<file path="src/rtl/ofs_plat_shim_ccip_wr_rsp_unpack.sv">
// CCI-P c1Rx write-response unpacker: buffers incoming response flits and expands
// each packed multi-line write ACK into one unpacked ACK per line.
module ofs_plat_shim_ccip_wr_rsp_unpack #(
    parameter int FIFO_DEPTH     = 16,
    parameter int ALM_FULL_SLACK = 4,
    parameter int MDATA_WIDTH    = 16,
    parameter int CL_NUM_WIDTH   = 2
) (
    input  logic                    clk,
    input  logic                    reset_n,
    input  logic                    in_valid,
    input  logic                    in_is_wr,
    input  logic                    in_packed,
    input  logic [CL_NUM_WIDTH-1:0] in_cl_num,
    input  logic [3:0]              in_type,
    input  logic [MDATA_WIDTH-1:0]  in_mdata,
    output logic                    out_valid,
    output logic [3:0]              out_type,
    output logic                    out_packed,
    output logic [CL_NUM_WIDTH-1:0] out_cl_num,
    output logic [MDATA_WIDTH-1:0]  out_mdata,
    output logic                    alm_full,
    output logic                    overflow
);

    localparam int PW = $clog2(FIFO_DEPTH);
    localparam int CW = PW + 1;
    localparam logic [CW-1:0] FULL_LVL = CW'(FIFO_DEPTH);
    localparam logic [CW-1:0] ALM_LVL  = CW'(FIFO_DEPTH - ALM_FULL_SLACK);

    typedef struct packed {
        logic                    is_wr;
        logic                    fmt;
        logic [CL_NUM_WIDTH-1:0] cl_num;
        logic [3:0]              rtype;
        logic [MDATA_WIDTH-1:0]  mdata;
    } entry_t;

    typedef enum logic {IDLE, EMIT} state_t;

    entry_t                  mem [FIFO_DEPTH];
    entry_t                  head, cur, cur_n;
    logic [PW-1:0]           wr_ptr, rd_ptr;
    logic [CW-1:0]           count, count_n;
    state_t                  state, state_n;
    logic [CL_NUM_WIDTH-1:0] beat, beat_n;
    logic                    ready, enq, deq, expand;
    logic                    out_valid_n, out_packed_n;
    logic [3:0]              out_type_n;
    logic [CL_NUM_WIDTH-1:0] out_cl_num_n;
    logic [MDATA_WIDTH-1:0]  out_mdata_n;

    assign head = mem[rd_ptr];
    // The expander is free once its last beat has gone out, so the next head can be
    // popped and its beat 0 emitted on the very next edge without a bubble.
    assign ready = (state == IDLE) || (beat == cur.cl_num);
    assign deq   = ready && (count != '0);
    assign enq   = in_valid && ((count != FULL_LVL) || deq);

    always_comb begin
        count_n = count;
        if (enq && !deq)
            count_n = count + CW'(1);
        else if (!enq && deq)
            count_n = count - CW'(1);
    end

    always_comb begin
        state_n      = state;
        beat_n       = beat;
        cur_n        = cur;
        expand       = 1'b0;
        out_valid_n  = 1'b0;
        out_type_n   = out_type;
        out_packed_n = out_packed;
        out_cl_num_n = out_cl_num;
        out_mdata_n  = out_mdata;
        if (ready) begin
            state_n = IDLE;
            if (deq) begin
                expand       = head.is_wr && head.fmt;
                cur_n        = head;
                beat_n       = '0;
                out_valid_n  = 1'b1;
                out_type_n   = head.rtype;
                out_mdata_n  = head.mdata;
                out_packed_n = expand ? 1'b0 : head.fmt;
                out_cl_num_n = expand ? '0 : head.cl_num;
                if (expand && (head.cl_num != '0))
                    state_n = EMIT;
            end
        end else begin
            beat_n       = beat + CL_NUM_WIDTH'(1);
            out_valid_n  = 1'b1;
            out_type_n   = cur.rtype;
            out_mdata_n  = cur.mdata;
            out_packed_n = 1'b0;
            out_cl_num_n = beat + CL_NUM_WIDTH'(1);
        end
    end

    always_ff @(posedge clk) begin
        if (enq)
            mem[wr_ptr] <= '{is_wr: in_is_wr, fmt: in_packed, cl_num: in_cl_num,
                             rtype: in_type, mdata: in_mdata};
    end

    always_ff @(posedge clk) begin
        if (!reset_n) begin
            state      <= IDLE;
            beat       <= '0;
            cur        <= '0;
            wr_ptr     <= '0;
            rd_ptr     <= '0;
            count      <= '0;
            out_valid  <= 1'b0;
            out_type   <= '0;
            out_packed <= 1'b0;
            out_cl_num <= '0;
            out_mdata  <= '0;
            alm_full   <= 1'b1;
            overflow   <= 1'b0;
        end else begin
            state      <= state_n;
            beat       <= beat_n;
            cur        <= cur_n;
            if (enq) wr_ptr <= wr_ptr + PW'(1);
            if (deq) rd_ptr <= rd_ptr + PW'(1);
            count      <= count_n;
            out_valid  <= out_valid_n;
            out_type   <= out_type_n;
            out_packed <= out_packed_n;
            out_cl_num <= out_cl_num_n;
            out_mdata  <= out_mdata_n;
            alm_full   <= (count_n >= ALM_LVL);
            if (in_valid && !enq) overflow <= 1'b1;
        end
    end

endmodule

</file>
<file path="config.mk">
export PLATFORM = sky130hd
export DESIGN_NAME = ofs_plat_shim_ccip_wr_rsp_unpack
export DESIGN_NICKNAME = d
export VERILOG_FILES = /design/src/rtl/ofs_plat_shim_ccip_wr_rsp_unpack.sv
export SDC_FILE = /design/constraint.sdc
export NUM_CORES = 1
export LEC_CHECK = 0
export ABC_AREA = 1
export CAP_MARGIN = 20
export CORE_MARGIN = 8
export CORE_UTILIZATION = 55
export DETAILED_ROUTE_END_ITERATION = 16
export PLACE_DENSITY_LB_ADDON = 0.12
export SYNTH_ARGS = -nofsm -noshare
export SYNTH_HDL_FRONTEND = slang
export SYNTH_SLANG_ARGS = --single-unit
</file>
<file path="constraint.sdc">
create_clock -name clk -period 2.59 [get_ports clk]
set_input_delay 0.3885 -clock clk [delete_from_list [all_inputs] [get_ports clk]]
set_output_delay 0.3885 -clock clk [all_outputs]
set_load 0.02 [all_outputs]
</file>
## Word level (Yosys, flattened, before mapping)

Memory sizes are Yosys's and may differ from the RTL's. A register that Yosys moved wholly into a read port is not among the register bits.
Cells that the tools add are included.

| storage, ports and cells | value |
|---|---|
| memory bits (writable) | 384 |
| output and inout port bits | 26 |
| bits of input ports | 27 |
| memories | 1 |
| register bits after elaboration | 64 |

Memories:

| memory | depth | bits a word | read ports | clocked after Yosys merged registers in | wr ports | line | RTL |
|---|---|---|---|---|---|---|---|
| mem | 16 | 24 | 1 | 1 | 1 | 41 | `entry_t mem [FIFO_DEPTH];` |

| operators by class | value |
|---|---|
| magnitude comparators | 1 |
| add/subtract/negate cells | 5 |
| multiplexer cells | 20 |
| equal/unequal tests | 3 |
| reductions and logical operators | 15 |
| bitwise operators | 1 |

Operators with widths:

| operator | number |
|---|---|
| $mux W16 | 2 |
| $mux W4 | 4 |
| $mux W2 | 5 |
| $mux W5 | 2 |
| $add A4 B1 Y4 const B | 2 |
| $logic_and A1 B1 Y1 | 7 |
| $mux W1 | 7 |
| $add A5 B1 Y5 const B | 1 |
| $ge A5 B4 Y1 const B | 1 |
| $ne A5 B5 Y1 const B | 1 |
| $reduce_bool A5 Y1 | 1 |
| $sub A5 B1 Y5 const B | 1 |
| $reduce_and A2 Y1 | 2 |
| $add A2 B1 Y2 const B | 1 |
| $eq A2 B2 Y1 | 1 |
| $logic_not A1 Y1 | 2 |
| $logic_or A1 B1 Y1 | 2 |
| $ne A2 B1 Y1 const B | 1 |
| $reduce_bool A2 Y1 | 1 |
| $not A1 Y1 | 1 |

## Logic depth before layout (Yosys ltp)

| depth | value |
|---|---|
| word-level depth | 10 |
| mapped depth | 13 |
| depth with buffers taken out | 13 |

## Least setup slack after synthesis

OpenSTA, ideal clock, no wires.

| timing | value |
|---|---|
| path kind | reg-to-reg |
| start point | reg count[0] |
| end point | mem mem[11][0] (netlist bit) (enable) |
| path buffers | 0 |
| arrival time | 2.315 ns |
| path slack | -0.130 ns |
| stages on the path, launching flop included | 10 |
| cells stage by stage | dfxtp_1 > inv_1 > ha_1 > nand2_1 > nor2_1 > nand3_1 > nand2_2 > inv_1 > nand2_1 > nor2_1 |

| between the ends | value |
|---|---|
| longest elaborated chain between the ends | 6 |
| elaborated cells on any way between the ends | 7 |

Ends and longest elaborated chain:

| item | line | RTL |
|---|---|---|
| start: declaration | 44 | `logic [CW-1:0] count, count_n;` |
| start signal: assignment | 129 | `count <= count_n;` |
| $reduce_bool A5 Y1 | 57 | `assign deq = ready && (count != '0);` |
| $logic_and A1 B1 Y1 | 57 |  |
| $logic_or A1 B1 Y1 * | 58 | `assign enq = in_valid && ((count != FULL_LVL) \|\| deq);` |
| $logic_and A1 B1 Y1 * | 58 |  |
| $mux W1 * | 103 | `if (enq)` |
| $mux W1 (implied by the code) * | 104 | `mem[wr_ptr] <= '{is_wr: in_is_wr, fmt: in_packed, cl_num: in_cl_num,` |
| end: declaration | 41 |  |

Mark *: on every way between the ends. The rest lies on a longest branch, timed or not.

## Worst setup path in the final report

| timing | value |
|---|---|
| start point | reg count[0] |
| end point | mem mem[2][6] (netlist bit) (enable) |

Same word-level chain as after synthesis.

==> out/summary.txt <==
simple-gate area share of the yosys netlist: 0.140
endpoints failing setup: 0
Die ar.: 39000 um^2
Critical Path Source Type: register
Final Cell Area: 20800 um^2
clk slew on worst S/H paths: 0.06 ns
part of the Yosys area used for sequential elements: 0.712
Fmax achieved: 0.422 GHz
CTS tree: done
# DRC: 0
Psw: 7.21 mW
main combinational cell family by area after synthesis: simple AND/OR/NAND/NOR gates
max-cap violations: 0
area used by multi-input combinational logic: 4560 um^2
clk_lat worst skew: 0.55 ns
synthesis-stage register bit count: 452
diodes inserted: 0
CORE AREA: 32500 um^2
Num Clock Sinks: 452
status: finished, final reports clean
first-pass GRT wire length: 66900 um
cell count after placement: 2027
final core utilization: 0.642
sequential power share: 0.415
Area after DPL: 19500 um^2
clock buffer depth: 3
Setup crit end kind: register
DRT Pass-1 Iters: 5
H-tree depth: 2
CP Data Arrival Time: 2.62 ns
synth top area cells: edfxtp_1 64%, dfxtp_1 7.5%, nor2_1 5.7%
Final WS setup: 0.219 ns
layout cells sized above 1: 0.0834
Synth Area in Compound Gates: 0.0972
DP Worst Slack: 0.224 ns
Hold Path Class: reg -> reg
Initial Utilization: 0.558
RSZ-0062 raised after global routing: no
final wirelength: 43400 um
final std cells w/o fill: 2108
slew margin rel.: 0.444
first-iteration detailed-routing DRC count: 1095
post-synthesis area per instance: 11.5 um^2
top cell type's share of synthesized area: 0.637
Clock power frac: 0.285
xor-xnor portion of the synthesized cell area: 0.00339
initial antenna violation count: 0
multiplexer share of the synthesized area: 0
Design Power: 21.1 mW
maximum VDD drop: 624 uV
Ys Warns: 0
PwrDens: 1010 nW/um^2
io pins: 53
Final ANT Viol Nets: 0
Worst Clk Skew: 0.0176 ns
row cnt: 66
Yosys cell types: 30
IO Port Bufs: 52
post_cts resized: 0
P_leak: 7.26 nW
number of global-route vias before repair: 11500
fin. max-slew vios: 0
Layout area overhead: 15.1%
Fin. Hold Viols: 0
actual slew at the worst max-slew pin: 0.832 ns
GRT overflow: 0
root buf cell: clkbuf_16
Data required, critical path: 2.84 ns
r2r setup slk: 0.22 ns
Power Internal: 13.9 mW
Nets: 1667
Avg WL per Cell: 20.6 um
fillers: 2507
Mapped Nets: 1611
dpl hpwl: 26400 um
Syn Inst Count: 1577
Max FO, Critical Path: 19
CP Class: reg -> reg
post-route clock period utilization: 0.915
Die Ht: 197 um
Num CTS Buffers: 46
GP Congestion: 0.798
Die W: 197 um
Final min period: 2.37 ns
Post-CTS Setup Repair Bufs: 0
Logic pwr share: 0.300
DR vias: 11800
largest net degree at the start of global routing: 93
post-DR vias/cell: 5.61
Register Area: 12900 um^2
Hold Buf Count CTS: 0
GRT Overall Usage: 0.224
Synth Area in Adders: 0.00484
switch share: 0.341
top cell type by total area after synthesis: edfxtp_1
synthesized area: 18100 um^2
## final cells by class
cell class,instances,share of cell area
inverter,74,0.0134
timing repair buffer,101,0.0570
clock buffer,60,0.0588
clock inverter,21,0.00612
tap,442,0.0265
sequential,452,0.619
multi-input combinational,958,0.219
## routing by layer
metal,GRT usage,share of wire,vias to the layer above
met1,0.313,0.44,5784
met5,0,0,-
met3,0.0269,0.053,66
met4,0.0775,0.029,0
li1,-,-,5632
met2,0.363,0.48,351
## flip-flops by register name, summed over array words and instances, names as in the netlist, 2 cells and up, named ones only
| name | flops |
|---|---|
| count | 5 |
| rd_ptr | 4 |
| wr_ptr | 4 |
| out_type | 4 |
| beat | 2 |
| out_cl_num | 2 |
| mem | 384 |
| cur | 22 |
| out_mdata | 16 |
## placed cells by master, fill, tap and decap left out, drive strengths merged
cell | synthesis | routed
clkdlybuf4s50 | 0 | 52
clkinv | 1 | 19
or2 | 1 | 1
o21ai | 173 | 173
inv | 73 | 74
bufinv | 0 | 1
nor3 | 3 | 3
o211ai | 81 | 81
dfxtp | 68 | 68
nand3 | 90 | 90
clkinvlp | 0 | 1
nand4 | 3 | 3
clkbuf | 53 | 60
nor2 | 278 | 278
ha | 7 | 7
xnor2 | 3 | 3
a21oi | 56 | 56
xor2 | 4 | 4
edfxtp | 384 | 384
nand2 | 257 | 257
a31oi | 1 | 1
and3 | 1 | 1
buf | 40 | 49
## critical path: stages (launching register included)
cell	delay, ns
dfxtp_1	0.41
inv_1	0.08
ha_1	0.22
nand2_1	0.12
nor2_1	0.08
nand3_1	0.10
nand2_2	0.06
inv_1	0.20
nand2_1	0.29
nor2_4	0.29
buf_12	0.20
## stage by stage
stage          hold slack, ns  TNS, ns
6_report                0.463        0
5_1_grt                 0.484        0
4_1_cts                 0.466        0
3_5_place_dp            0.456        0
3_3_place_gp            0.451        0
2_1_floorplan           0.436   -37.44
## cells by family after synthesis
logic type / Yosys count
xor gates and xnor gates: 7
adders and majority gates: 7
buffers and inverters: 167
DFF: 452
AOI/OAI and AO/OA: 311
and+or+nand+nor: 633
## worst paths after layout
check,startpoint,to,depth (start not counted)
worst max register to register,count[0]$_SDFF_PN0_,mem[2][6]$_DFFE_PP_,10
worst min register to register,cur[14]$_SDFFE_PN0P_,cur[14]$_SDFFE_PN0P_,2
worst min-delay path,cur[14]$_SDFFE_PN0P_,cur[14]$_SDFFE_PN0P_,2
worst max-delay path,count[0]$_SDFF_PN0_,mem[2][6]$_DFFE_PP_,10
## power by group through the flow
stage               Combinational (mW)  Sequential, mW  Clock (mW)
CTS                               6.38            8.77        6.13
floorplan                         4.01            9.04           0
global route                      7.04            8.83        6.40
detailed placement                6.34            8.92           0
global placement                  6.25            8.91           0
finish                            6.35            8.77        6.02
## synthesized netlist by cell type, drive strengths merged
cell type / n
and3: 1
xnor2: 3
a31oi: 1
o21ai: 173
or2: 1
o211ai: 81
nand2: 257
buf: 40
nor2: 278
clkbuf: 53
ha: 7
nand4: 3
xor2: 4
nor3: 3
nand3: 90
clkinv: 1
edfxtp: 384
dfxtp: 68
a21oi: 56
inv: 73
Power figures use the tool's default switching activity.
